===== src/rtl/reorder_buffer.sv =====
// Circular reorder buffer: in-order allocation and commit, out-of-order completion
// via the CDB, two operand query ports with CDB bypass, and alias-table update ports.
module reorder_buffer #(
  parameter int ROB_ENTRY       = 4,
  parameter int ARCH_ENTRY      = 32,
  parameter int DATA_WIDTH      = 32,
  parameter int ROB_ENTRY_LOG2  = $clog2(ROB_ENTRY),
  parameter int ARCH_ENTRY_LOG2 = $clog2(ARCH_ENTRY)
) (
  input  logic                         CLK,
  input  logic                         RSTN,
  input  logic                         alloc_valid,
  output logic                         alloc_ready,
  input  logic [ARCH_ENTRY_LOG2-1:0]   alloc_arch_id,
  input  logic                         alloc_has_dest,
  output logic [ROB_ENTRY_LOG2-1:0]    alloc_rob_id,
  output logic                         rat_register_request,
  output logic [ARCH_ENTRY_LOG2-1:0]   rat_register_arch_id,
  output logic [ROB_ENTRY_LOG2-1:0]    rat_register_alias,
  output logic                         rat_register_remove,
  input  logic                         cdb_valid,
  input  logic [ROB_ENTRY_LOG2-1:0]    cdb_rob_id,
  input  logic [DATA_WIDTH-1:0]        cdb_data,
  input  logic [2*ROB_ENTRY_LOG2-1:0]  query_rob_id,
  output logic [1:0]                   query_ready,
  output logic [2*DATA_WIDTH-1:0]      query_data,
  output logic                         commit_valid,
  input  logic                         commit_ready,
  output logic [ARCH_ENTRY_LOG2-1:0]   commit_arch_id,
  output logic                         commit_we,
  output logic [DATA_WIDTH-1:0]        commit_data,
  input  logic                         flush
);

  localparam logic [ROB_ENTRY_LOG2:0]   FULL_COUNT = (ROB_ENTRY_LOG2+1)'(ROB_ENTRY);
  localparam logic [ROB_ENTRY_LOG2:0]   CNT_ONE    = (ROB_ENTRY_LOG2+1)'(1);
  localparam logic [ROB_ENTRY_LOG2-1:0] PTR_ONE    = ROB_ENTRY_LOG2'(1);

  logic [ROB_ENTRY-1:0]       valid_q, valid_d, done_q, done_d;
  logic [ROB_ENTRY-1:0]       has_dest_q, has_dest_d, latest_q, latest_d;
  logic [ARCH_ENTRY_LOG2-1:0] arch_id_q [ROB_ENTRY];
  logic [ARCH_ENTRY_LOG2-1:0] arch_id_d [ROB_ENTRY];
  logic [DATA_WIDTH-1:0]      data_q [ROB_ENTRY];
  logic [DATA_WIDTH-1:0]      data_d [ROB_ENTRY];
  logic [ROB_ENTRY_LOG2-1:0]  head_q, head_d, tail_q, tail_d;
  logic [ROB_ENTRY_LOG2:0]    count_q, count_d;

  logic run_s, alloc_dest_s, alloc_fire_s, commit_fire_s, head_renamed_s;

  // Reset also masks the request/commit/query outputs so they are quiet immediately.
  assign run_s         = RSTN && !flush;
  assign alloc_ready   = (count_q < FULL_COUNT);
  assign alloc_rob_id  = tail_q;
  assign alloc_dest_s  = alloc_has_dest && (alloc_arch_id != '0);
  assign alloc_fire_s  = alloc_valid && alloc_ready && run_s;

  assign rat_register_request = alloc_fire_s && alloc_dest_s;
  assign rat_register_arch_id = alloc_arch_id;
  assign rat_register_alias   = tail_q;

  assign commit_valid   = run_s && valid_q[head_q] && done_q[head_q];
  assign commit_fire_s  = commit_valid && commit_ready;
  assign commit_we      = has_dest_q[head_q];
  assign commit_arch_id = arch_id_q[head_q];
  assign commit_data    = data_q[head_q];

  // A same-cycle younger writer of the head's register steals the alias.
  assign head_renamed_s = alloc_fire_s && alloc_dest_s && (arch_id_q[head_q] == alloc_arch_id);
  assign rat_register_remove = commit_fire_s && has_dest_q[head_q] && latest_q[head_q] && !head_renamed_s;

  for (genvar k = 0; k < 2; k++) begin : g_query
    logic [ROB_ENTRY_LOG2-1:0] qid_s;
    logic                      hit_s;
    assign qid_s = query_rob_id[k*ROB_ENTRY_LOG2 +: ROB_ENTRY_LOG2];
    assign hit_s = cdb_valid && (cdb_rob_id == qid_s);
    assign query_ready[k] = RSTN && (done_q[qid_s] || hit_s);
    assign query_data[k*DATA_WIDTH +: DATA_WIDTH] = hit_s ? cdb_data : data_q[qid_s];
  end

  // Next-state: flush wins, otherwise completion, commit and allocation in that order.
  always_comb begin
    valid_d    = valid_q;
    done_d     = done_q;
    has_dest_d = has_dest_q;
    latest_d   = latest_q;
    arch_id_d  = arch_id_q;
    data_d     = data_q;
    head_d     = head_q;
    tail_d     = tail_q;
    count_d    = count_q;
    if (flush) begin
      valid_d = '0;
      head_d  = '0;
      tail_d  = '0;
      count_d = '0;
    end else begin
      if (cdb_valid && valid_q[cdb_rob_id]) begin
        done_d[cdb_rob_id] = 1'b1;
        data_d[cdb_rob_id] = cdb_data;
      end else begin
        done_d = done_d;
      end
      if (commit_fire_s) begin
        valid_d[head_q] = 1'b0;
        head_d          = head_q + PTR_ONE;
      end else begin
        head_d = head_q;
      end
      if (alloc_fire_s) begin
        for (int i = 0; i < ROB_ENTRY; i++) begin
          if (alloc_dest_s && valid_q[i] && (arch_id_q[i] == alloc_arch_id)) begin
            latest_d[i] = 1'b0;
          end else begin
            latest_d[i] = latest_d[i];
          end
        end
        valid_d[tail_q]    = 1'b1;
        done_d[tail_q]     = 1'b0;
        has_dest_d[tail_q] = alloc_dest_s;
        latest_d[tail_q]   = alloc_dest_s;
        arch_id_d[tail_q]  = alloc_arch_id;
        tail_d             = tail_q + PTR_ONE;
      end else begin
        tail_d = tail_q;
      end
      case ({alloc_fire_s, commit_fire_s})
        2'b10:   count_d = count_q + CNT_ONE;
        2'b01:   count_d = count_q - CNT_ONE;
        default: count_d = count_q;
      endcase
    end
  end

  // State registers with asynchronous active-low reset.
  always_ff @(posedge CLK or negedge RSTN) begin
    if (!RSTN) begin
      valid_q    <= '0;
      done_q     <= '0;
      has_dest_q <= '0;
      latest_q   <= '0;
      head_q     <= '0;
      tail_q     <= '0;
      count_q    <= '0;
      for (int i = 0; i < ROB_ENTRY; i++) begin
        arch_id_q[i] <= '0;
        data_q[i]    <= '0;
      end
    end else begin
      valid_q    <= valid_d;
      done_q     <= done_d;
      has_dest_q <= has_dest_d;
      latest_q   <= latest_d;
      head_q     <= head_d;
      tail_q     <= tail_d;
      count_q    <= count_d;
      arch_id_q  <= arch_id_d;
      data_q     <= data_d;
    end
  end

endmodule


===== config.mk =====
export PLATFORM = sky130hd
export DESIGN_NAME = reorder_buffer
export DESIGN_NICKNAME = d
export VERILOG_FILES = /design/src/rtl/reorder_buffer.sv
export SDC_FILE = /design/constraint.sdc
export NUM_CORES = 1
export LEC_CHECK = 0
export BUFFER_PORTS_ARGS = -buffer_cell sky130_fd_sc_hd__buf_4
export CORE_ASPECT_RATIO = 1.25
export CORE_MARGIN = 10
export CORE_UTILIZATION = 41
export DETAILED_ROUTE_END_ITERATION = 6
export PLACE_DENSITY = 0.61
export SLEW_MARGIN = 20
export SYNTH_ARGS = -nofsm -noshare
export SYNTH_HDL_FRONTEND = slang
export SYNTH_SLANG_ARGS = --single-unit

===== constraint.sdc =====
create_clock -name CLK -period 2.3 [get_ports CLK]
set_clock_uncertainty 0.05 [all_clocks]
set_input_delay 0.345 -clock CLK [delete_from_list [all_inputs] [get_ports CLK]]
set_output_delay 0.345 -clock CLK [all_outputs]
set_load 0.05 [all_outputs]

Yosys cells after proc, flatten, opt, wreduce, memory -nomap -nowiden

Index checks and enable logic that the tools add are counted.

Bitwise logic cells: 12
Reduce and logical (&&, ||, !) cells: 40
Eq/ne operators: 9
$lt $le $gt $ge: 16
Muxes and demuxes: 67
Add/subtract/negate cells: 4
Multipliers: 0
Shift-type cells: 0
Divide/modulo/power cells: 0

Operators by type and width:

| cell                 | count |
|---|---|
| $mux W32             | 9 |
| $bmux W32 S2         | 3 |
| $bwmux W128          | 1 |
| $demux W32 S2        | 1 |
| $logic_and A1 B1 Y1  | 30 |
| $mux W4              | 7 |
| $eq A5 B5 Y1         | 5 |
| $mux W1              | 22 |
| $bwmux W20           | 1 |
| $ge A3 B3 Y1 const B | 5 |
| $lt A2 B3 Y1 const B | 5 |
| $mux W5              | 3 |
| $not A2 Y3           | 5 |
| $bmux W1 S2          | 7 |
| $bmux W5 S2          | 1 |
| $demux W5 S2         | 1 |
| $and A4 B4 Y4        | 2 |
| $bwmux W4            | 2 |
| $mux W2              | 4 |
| $not A4 Y4           | 2 |
| $or A4 B4 Y4         | 2 |
| $demux W1 S2         | 3 |
| $ge A2 B1 Y1 const B | 3 |
| $lt A3 B1 Y1 const B | 2 |
| 16 further kinds     | 22 |

Memory bits (read-only): 0
Latch bits: 0
RAM bits: 0
Memories kept: 0
Input port bits: 50
Register bits: 171

Depth between registers and ports, before layout

Gate-level depths: netlist of the first run.

Depth in word-level cells: 11
Mapped depth: 7
Gate-level depth less buffers: 6

Worst setup path after synthesis of the first run

No wires, ideal clock.

Path kind: in2out
Start: in query_rob_id[0]
End: out query_ready[0]
Slack: -0.454 ns
Cell stages on the path: 5
Path buffers: 2
Required time: 1.905 ns
Data arrival time: 2.359 ns
Cells stage by stage: clkbuf_1 -> buf_2 -> mux4_2 -> inv_1 -> a21boi_0

Cells in the longest elaborated chain, start to end: 4
Elaborated cells on any way between the ends: 6

Ends and longest elaborated chain:

| what                                                                        | line   | source |
|---|---|---|
| from (decl)                                                                 | 24     | `input logic [2*ROB_ENTRY_LOG2-1:0] query_rob_id,` |
| $bmux W1 S2 / $eq A2 B2 Y1 (equally long branches)                          | 76, 75 |  |
| $mux W1 (implied by the code) / $logic_and A1 B1 Y1 (equally long branches) | 76, 75 |  |
| $logic_or A1 B1 Y1 (*)                                                      | 76     | `assign query_ready[k] = RSTN && (done_q[qid_s] \|\| hit_s);` |
| $logic_and A1 B1 Y1 (*)                                                     | 76     |  |
| to (decl)                                                                   | 25     | `output logic [1:0] query_ready,` |

Every way passes the cells marked *; elsewhere a longest branch is shown, timed or not. The select of a mux whose other input is x is not followed.

Worst setup path in the final report of the first run

Start: reg head_q[1]
End: out rat_register_remove

Cells in the longest elaborated chain, start to end: 8
Elaborated cells on any way between the ends: 21

Ends and longest elaborated chain:

| what                                                                                      | line   | source |
|---|---|---|
| from (decl)                                                                               | 45     | `logic [ROB_ENTRY_LOG2-1:0] head_q, head_d, tail_q, tail_d;` |
| from (signal assigned)                                                                    | 141    | `head_q <= '0;` |
| from (signal assigned)                                                                    | 153    | `head_q <= head_d;` |
| $not A2 Y3 (implied by the code) / $bmux W1 S2 (equally long branches)                    | 68, 61 |  |
| $bmux W5 S2 / $mux W1 (equally long branches)                                             | 68, 61 |  |
| $mux W5 (implied by the code) / $logic_and A1 B1 Y1 (equally long branches) (2 in series) | 68, 61 |  |
| $eq A5 B5 Y1 / $logic_and A1 B1 Y1 (equally long branches)                                | 68, 62 |  |
| $logic_and A1 B1 Y1, on equally long branches                                             | 68, 69 |  |
| $logic_not A1 Y1 / $logic_and A1 B1 Y1 (equally long branches)                            | 69     | `assign rat_register_remove = commit_fire_s && has_dest_q[head_q] && latest_q[head_q] && !head_renamed_s;` |
| $logic_and A1 B1 Y1 (*)                                                                   | 69     |  |
| to (decl)                                                                                 | 20     | `output logic rat_register_remove,` |

Marks and branches as above.

==> run_results.csv, run 1 <==
group,metric,value,unit
route,vias_per_cell,5.79,
power_and_ir_drop,p_clk_share,30.3,%
cts,clk_pin_slew,60,ps
final_layout,fin_nets,937,
route,first_iter_violations,471,
floorplanning,initial_utilization,41.8,%
sta,slew_headroom,37.6,%
floorplanning,num_rows,64,
sta,fin_crit,2670,ps
floorplanning,die_h,197,um
sta,tightest_slew,932,ps
power_and_ir_drop,pwr-share-comb,33.2,%
synth,synth_top_family_by_area,"multiplexers",
cts,cts_inserted_buffers,17,
synth,synth_compound_area_share,2.54,%
power_and_ir_drop,p_leak,6.07,nW
power_and_ir_drop,internal_power,0.00639,W
power_and_ir_drop,power.density,723,mW/mm2
placement,place_ws,7.06,ps
sta,rsz0062_at_grt,"true",
sta,setup_viol,30,
route,first_pass_iters,4,
synth,synthTopCellsByArea,"dfrtp_1 42%, mux2_2 23%, mux4_2 23%",
synth,synth-seq-cells,171,
cts,cts_num_sinks,171,
final_layout,fillers,2052,
synth,synth_area,0.0103,mm2
sta,max_freq,0.374,GHz
power_and_ir_drop,power,0.00971,W
synth,syn-num-nets,744,
synth,netlist.area_leader.share,41.5,%
route,postRouteAntennaNets,0,
global_route,grt_use_total,19.2,%
synth,synth_cells,685,
critical_path,cp_max_fo,6,
placement,hpwl,20500,um
final_layout,syn2layout_area_growth,30.3,%
synth,avgSynthCellArea,15.1,um2
floorplanning,die-area,0.0319,mm2
cts,clock_path_buffers,2,
global_route,grt_max_degree,68,
route,finalWirelength,30400,um
cts,cts_tree,"done",
cts,clkLatencyLatePin,440,ps
global_route,grt_pass1_vias,8064,
sta,period_share,116,%
outcome,violations,"setup timing",
placement,gp_congestion,0.849,
synth,synth_xor_area_share,2.55,%
final_layout,drive_gt1_share,67.6,%
outcome,outcome,"finished with violations",
power_and_ir_drop,vdd_drop_max,0.000547,V
sta,fin_setup_tns,-3710,ps
synth,synthAdderAreaFrac,1.17,%
synth,synth_top_cell_by_area,"dfrtp_1",
final_layout,antenna-diode-count,0,
global_route,grt_pass1_wl,47500,um
synth,synthMuxAreaShare,46.3,%
run,cap_viol_max_count,0,
sta,hold_viol,0,
route,drc,0,
critical_path,required,1900,ps
synth,synth-simple-area-share,2.65,%
power_and_ir_drop,sw_frac_of_total,34.2,%
cts,root_buffer,"clkbuf_16",
floorplanning,die_x,162,um
sta,drv_slew,0,
critical_path,cp-end-kind,"output pin",
synth,netlist-cell-type-count,42,
global_route,grt-ovfl-total,0,
synth,ys.flop_type,"dfrtp_1",
synth,synth_edf_count,0,
global_route,grt_antenna_before_repair,0,
critical_path,worstSetupStartpointType,"flop",
sta,final.setup.worst_slack,-375,ps
synth,ys_warn_count,0,
final_layout,final_cell_mix,"212 x mux2_2, 169 x dfrtp_1, 162 x buf_4",
critical_path,critical_path_class,"flop to output pin",
power_and_ir_drop,switching_power,0.00332,W
floorplanning,ios,167,
synth,synth-async-reset-ratio,100,%
placement,port-buffer-count,166,
critical_path,critPathArrivalTime,2280,ps
cts,h-tree-depth,4,
route,num_vias,7059,
final_layout,final_common_cell,"mux2_2",
route,wl_per_cell,24.9,um
power_and_ir_drop,seq_power_share,36.5,%
floorplanning,coreArea,0.0247,mm2
min_path,min_path_type,"input pin to flop",
synth,synth.yosys.seq_area_share,41.5,%
power by group through the flow:
stage	registers, W	clock network, W	logic, W
2_1_floorplan	0.00352	0	0.00215
3_3_place_gp	0.00356	0	0.00305
3_5_place_dp	0.00360	0	0.00309
4_1_cts	0.00354	0.00300	0.00324
5_1_grt	0.00358	0.00312	0.00339
6_report	0.00354	0.00294	0.00322
metrics by stage:
stage	cell area [um2]	instances	utilization (%)	hold slack, ps
floorplan	10300	685	-	-0.591
global placement	12200	1161	49.7	379
detailed placement	12200	1161	49.7	380
CTS	13300	1211	53.9	113
global route	13400	1220	54.5	128
finish	13400	1220	54.5	136
sequential cells by signal, summed over array words and instances, names as in the netlist:
register / count
done_q: 4
has_dest_q: 4
valid_q: 4
latest_q: 4
head_q: 2
data_q: 128
count_q: 3
arch_id_q: 20
alloc_rob_id: 2
final timing paths:
| check | start | endpoint | slack [ps] | cells past startpoint |
|---|---|---|---|---|
| max | head_q[1] | rat_register_remove | -370 | 5 |
| min | cdb_data[19] | data_q[19] | 140 | 2 |
| max reg2reg | head_q[1] | count_q[1] | -110 | 10 |
| min reg2reg | has_dest_q[1] | has_dest_q[1] | 460 | 1 |
| max in group asynchronous | RSTN | head_q[1] | 830 | 3 |
| min in group asynchronous | RSTN | data_q[54] | 190 | 3 |
synth_stat cells (4+ instances only):
library cell,n
nand4_1,5
buf_4,7
a22o_1,4
xnor2_1,16
nand3_1,5
dfrtp_1,171
xor2_1,14
nand2_1,16
clkbuf_1,19
ha_1,8
inv_1,9
mux2_2,212
nor2_1,4
buf_2,34
o21a_1,4
a21oi_1,9
o21ai_0,5
a32o_1,4
mux4_2,106
layout make-up:
| cell class | instances | area [um2] | share of cell area [%] |
|---|---|---|---|
| tap | 330 | 413 | 3.07 |
| sequential | 171 | 4280 | 31.9 |
| timing repair buffer | 236 | 2320 | 17.3 |
| multi-input combinational | 442 | 5780 | 43.1 |
| clock buffer | 20 | 447 | 3.33 |
| clock inverter | 11 | 146 | 1.09 |
| inverter | 10 | 37.5 | 0.279 |
layer usage:
metal	track usage, %	wire (um)	vias to the layer above	part of all wire, %
met5	0	0	-	0
met3	4.42	1730	40	5.7
met2	33.1	15900	227	52
met4	6.65	613	0	2.0
li1	-	-	3059	-
met1	23.1	12200	3733	40
critical path, cell delays in order, from the launching register on:
cell and delay [ps]:
dfrtp_2 470, mux4_2 570, xor2_2 180, nor4_4 320
a31oi_4 130, buf_6 170
logic make-up after synthesis:
group,after synthesis
adder cells (fa/ha/maj),9
multiplexers,318
XOR/XNOR,30
flip-flops,171
AND/OR/NAND/NOR,48
buffers and inverters,72
AO/OA/AOI/OAI,37
repair_timing:
action	in CTS	in global routing
hold buffers	3	0
buffers inserted	13	11
gates resized for setup	55	17
gates cloned	3	0
setup endpoints to repair	36	38
endpoints found under the hold margin	52	0
pin swaps	3	5
Power figures use the tool's default switching activity.
==> run 2, diff against run 1 <==
TNS_END_PERCENT = 1   (was not set)
==> run 2 against run 1 <==
Net effect: the flow still finishes with violations (setup timing); clock power is 5% lower; cell area fell by 2.8%; critical endpoint unchanged; routed wire length fell by 2.1%; core utilization down 1.5 points; register-to-register slack gained 40 ps; largest cell class unchanged; combinational power hardly changed; power shrank 1.7%.
==> run_results.csv, run 2 (same netlist as run 1, synthesis figures left out) <==
group,metric,value,unit
outcome,outcome,"finished with violations",
outcome,violations,"setup timing",
final_layout,final_cell_mix,"212 x mux2_2, 178 x buf_4, 169 x dfrtp_1",
floorplanning,initial_utilization,41.8,%
min_path,min_path_type,"input pin to async pin",
sta,period_share,115,%
power_and_ir_drop,power,0.00954,W
sta,max_freq,0.378,GHz
sta,slew_headroom,38.2,%
placement,hpwl,20800,um
run,cap_viol_max_count,0,
route,first_pass_iters,4,
cts,root_buffer,"clkbuf_16",
cts,clock_path_buffers,2,
final_layout,fillers,2104,
global_route,grt_pass1_vias,7930,
route,finalWirelength,29700,um
global_route,grt_max_degree,73,
final_layout,fin_nets,927,
floorplanning,die-area,0.0319,mm2
critical_path,cp_max_fo,5,
placement,gp_congestion,0.854,
global_route,met2_usage,32.2,%
global_route,grt-ovfl-total,0,
critical_path,critPathArrivalTime,2250,ps
final_layout,design_area,0.0131,mm2
global_route,grt_pass1_wl,46600,um
power_and_ir_drop,power.density,731,mW/mm2
floorplanning,die_x,162,um
final_layout,reg.largest.list,"data_q (128), arch_id_q (20)",
final_layout,syn2layout_area_growth,26.7,%
route,num_vias,6985,
sta,tightest_slew,927,ps
cts,cts_inserted_buffers,17,
final_layout,drive_gt1_share,67.1,%
route,first_iter_violations,298,
route,drc,0,
floorplanning,num_rows,64,
sta,drv_slew,0,
final_layout,largest-register,"data_q",
route,vias_per_cell,5.76,
final_layout,largest_reg_flops,128,
cts,clk_pin_slew,70,ps
global_route,grt_antenna_before_repair,1,
critical_path,required,1900,ps
critical_path,worstSetupStartpointType,"flop",
final_layout,final_core_util,53.0,%
final_layout,final_common_cell,"mux2_2",
global_route,grt_use_met3,4.63,%
sta,fin_crit,2650,ps
cts,clkLatencyLatePin,420,ps
sta,hold_viol,0,
cts,cts_num_sinks,171,
cts,cts_tree,"done",
sta,final.setup.worst_slack,-347,ps
power_and_ir_drop,vdd_drop_max,0.000513,V
floorplanning,coreArea,0.0247,mm2
route,postRouteAntennaNets,0,
global_route,grt_use_total,18.6,%
critical_path,critical_path_class,"flop to output pin",
floorplanning,ios,167,
sta,rsz0062_at_grt,"true",
global_route,use_met1,22.7,%
sta,setup_viol,26,
critical_path,cp-end-kind,"output pin",
power_and_ir_drop,p_leak,5.93,nW
cts,h-tree-depth,4,
floorplanning,die_h,197,um
placement,placed_area,0.0123,mm2
route,wl_per_cell,24.5,um
placement,port-buffer-count,166,
global_route,grt_busiest_layer,"met2",
## run 2: changes by cell type in the layout (fill, tap and decap cells not counted), moves of 3 or more
cell / previous run / this run
inv_6: 0 / 3
buf_6: 38 / 33
buf_12: 22 / 12
buf_4: 162 / 178
buf_8: 9 / 1
## run 2: critical path, stage by stage, from the launching register on
cell and delay, ps:
dfrtp_2 440, mux4_2 560, xor2_2 180, nor4_2 260, buf_4 160, a31oi_4 70
buf_6 160
## run 2: final cells by class
| type | count | area [um2] | area share, % |
|---|---|---|---|
| Multi-Input combinational cell | 442 | 5770 | 44.1 |
| Sequential cell | 171 | 4280 | 32.8 |
| Timing Repair Buffer | 226 | 2000 | 15.3 |
| Clock buffer | 19 | 443 | 3.39 |
| Tap cell | 330 | 413 | 3.16 |
| Clock inverter | 13 | 118 | 0.900 |
| Inverter | 10 | 37.5 | 0.287 |
| Antenna cell | 1 | 2.50 | 0.0192 |
## run 2: power by group
group	internal, W	switching, W
registers	0.00329	0.000258
clock network	0.00153	0.00126
logic	0.00137	0.00184
## run 2: path summary, 6_finish.rpt
kind / from / endpoint / slack, ps / depth (start not counted)
min: RSTN / data_q[53] / 7 / 2
max reg2reg: head_q[0] / count_q[1] / -70 / 7
min reg2reg: has_dest_q[0] / has_dest_q[0] / 460 / 1
max in group asynchronous: RSTN / data_q[28] / 820 / 3
min in group CLK: cdb_data[29] / data_q[125] / 140 / 2
max: head_q[1] / rat_register_remove / -350 / 6
## run 2: routing by layer
metal / share of wire [%] / vias to the layer above / wire length [um]
met1: 41 / 3732 / 12200
met5: 0 / - / 0
met4: 1.3 / 0 / 382
li1: - / 3022 / -
met3: 5.8 / 26 / 1710
met2: 52 / 205 / 15400
## run 2: timing repair
item	in CTS	in global routing
hold buffers	1	0
setup endpoints to repair	37	36
buffers inserted	3	2
resized for setup	37	8
pin swaps	1	2
hold endpoints to repair	1	0
## run 2: per-stage QoR
step / hold WS [ps] / setup TNS [ps] / setup WS, ps / std cells
final: 6.88 / -4340 / -347 / 1212
after detailed placement: 213 / -3.13 / -3.13 / 1173
after CTS: 24.7 / -5310 / -372 / 1209
after global placement: 217 / 0 / 12.4 / 1173
after floorplan: -0.591 / -601 / -334 / 685
after global routing: 34.0 / -7480 / -443 / 1212
==> run 3, diff against run 2 <==
==> constraint.sdc (replaced) <==
create_clock -name CLK -period 2.3 [get_ports CLK]
set_clock_uncertainty 0.05 [all_clocks]
set_input_delay 0.23 -clock CLK [delete_from_list [all_inputs] [get_ports CLK]]
set_output_delay 0.23 -clock CLK [all_outputs]
set_load 0.05 [all_outputs]
==> run 3 against run 2 <==
Net effect: the run still ends with setup timing left; sequential share of layout area rose by 0.53 points; register-to-register slack better by 170 ps; critical path depth did not move; highest routed layer unchanged; largest cell class unchanged; count of clock-buffer cells in the layout increased by 1; first-iteration DRC count up 40%; via count shrank 0.89%; global-route usage is 0.14 points lower; critical path type unchanged; worst hold slack improved by 14 ps; non-clock buffer count decreased by 22; maximum frequency rose by 4.9%; core utilization shrank 0.84 points; final cell count decreased by 2.0%.
==> run_results.csv, run 3 (same netlist as run 1, synthesis figures left out) <==
group,metric,value,unit
global_route,grt_antenna_before_repair,0,
final_layout,syn2layout_area_growth,24.7,%
global_route,grt_pass1_wl,46200,um
final_layout,fin_nets,905,
critical_path,worstSetupStartpointType,"flop",
global_route,grt_pass1_vias,7724,
sta,drv_slew,0,
min_path,hold_depth,2,
cts,cts_tree,"done",
global_route,grt_busiest_layer,"met2",
critical_path,cp-end-kind,"output pin",
final_layout,drive_gt1_share,65.9,%
floorplanning,die-area,0.0319,mm2
floorplanning,initial_utilization,41.8,%
critical_path,rr_worst_depth,6,
critical_path,critical_path_class,"flop to output pin",
global_route,met2_usage,32.0,%
final_layout,fillers,2140,
cts,cts_num_sinks,171,
sta,tightest_slew,713,ps
power_and_ir_drop,power.density,759,mW/mm2
sta,fin_setup_tns,-236,ps
outcome,violations,"setup timing",
global_route,grt_use_total,18.5,%
run,cap_viol_max_count,0,
power_and_ir_drop,p_leak,5.85,nW
placement,placed_area,0.0121,mm2
sta,hold_viol,0,
final_layout,reg.largest.list,"data_q (128), arch_id_q (20)",
route,postRouteAntennaNets,0,
sta,setup_viol,2,
sta,max_freq,0.396,GHz
final_layout,final_core_util,52.1,%
final_layout,final_common_cell,"mux2_2",
sta,period_share,110,%
route,finalWirelength,29300,um
route,first_pass_iters,4,
cts,clock_path_buffers,2,
placement,port-buffer-count,166,
floorplanning,ios,167,
placement,gp_congestion,0.835,
sta,rsz0062_at_grt,"true",
route,wl_per_cell,24.7,um
route,vias_per_cell,5.83,
critical_path,critPathArrivalTime,2240,ps
route,first_iter_violations,417,
cts,clk_pin_slew,70,ps
sta,slew_headroom,52.4,%
cts,h-tree-depth,4,
route,drc,0,
critical_path,cp_max_fo,6,
power_and_ir_drop,vdd_drop_max,0.000534,V
sta,fin_crit,2520,ps
floorplanning,die_x,162,um
global_route,grt_use_met3,4.73,%
route,num_vias,6923,
global_route,use_met1,22.6,%
sta,holdWs,20.6,ps
cts,root_buffer,"clkbuf_16",
floorplanning,coreArea,0.0247,mm2
final_layout,largest_reg_flops,128,
global_route,grt-ovfl-total,0,
floorplanning,die_h,197,um
cts,clkLatencyLatePin,430,ps
floorplanning,num_rows,64,
final_layout,final_cell_mix,"212 x mux2_2, 183 x buf_4, 169 x dfrtp_1",
outcome,outcome,"finished with violations",
placement,hpwl,20400,um
critical_path,required,2020,ps
cts,cts_inserted_buffers,17,
global_route,grt_max_degree,144,
final_layout,design_area,0.0129,mm2
sta,final.setup.worst_slack,-223,ps
final_layout,largest-register,"data_q",
min_path,min_path_type,"input pin to flop",
[run 3: cell types whose count changed in the layout (fill, tap and decap cells not counted), moves of 4 or more]
cell,change
buf_6,-27
buf_4,+5
bufinv_16,+4
clkinvlp_4,-4
[run 3: final timing paths]
kind / start / end / slack [ps]
max: head_q[0] / rat_register_remove / -220
min: flush / head_q[0] / 20
max reg2reg: head_q[0] / count_q[1] / 100
min reg2reg: has_dest_q[2] / has_dest_q[2] / 450
max in group asynchronous: RSTN / data_q[65] / 1460
min in group asynchronous: RSTN / valid_q[0] / 120
[run 3: worst max-delay path, cell delays in order (launching register included)]
cell and delay (ps):
dfrtp_2 440, inv_2 100, mux4_2 630, nor2_4 150, nand3_1 110, a31oi_2 190, buf_6 190
[run 3: per-stage QoR]
| stage | worst slack (ps) | cells | total power [W] |
|---|---|---|---|
| floorplan | -224 | 685 | 0.00566 |
| global placement | 91.0 | 1153 | 0.00657 |
| detailed placement | 106 | 1153 | 0.00665 |
| CTS | -251 | 1187 | 0.00987 |
| global route | -346 | 1187 | 0.0102 |
| finish | -223 | 1188 | 0.00976 |
[run 3: routing by layer]
layer,vias to the layer above,wire [um]
met1,3705,11900
met3,29,1660
li1,2994,-
met2,195,15300
met4,0,433
met5,-,0
[run 3: area by class of cell]
type                       count  area, um2  area share, %
multi-input combinational    442       5750           44.7
sequential                   171       4280           33.3
timing repair buffer         204       1720           13.4
clock buffer                  20        457           3.55
tap                          330        413           3.21
clock inverter                10        189           1.47
inverter                      10       37.5          0.292
antenna                        1       2.50         0.0195
[run 3: what timing repair did]
item,in CTS,in global routing
setup endpoints to repair,17,25
endpoints found under the hold margin,164,0
buffers inserted,2,0
hold buffers,2,0
pin swaps,0,1
resized for setup,8,10
[run 3: power by group]
part	leakage, nW	total, W	switching (W)	internal, W
Sequential	2.32	0.00355	0.000256	0.00329
Combinational	3.21	0.00304	0.00180	0.00124
Clock	0.313	0.00317	0.00119	0.00198
Total	5.85	0.00976	0.00324	0.00651
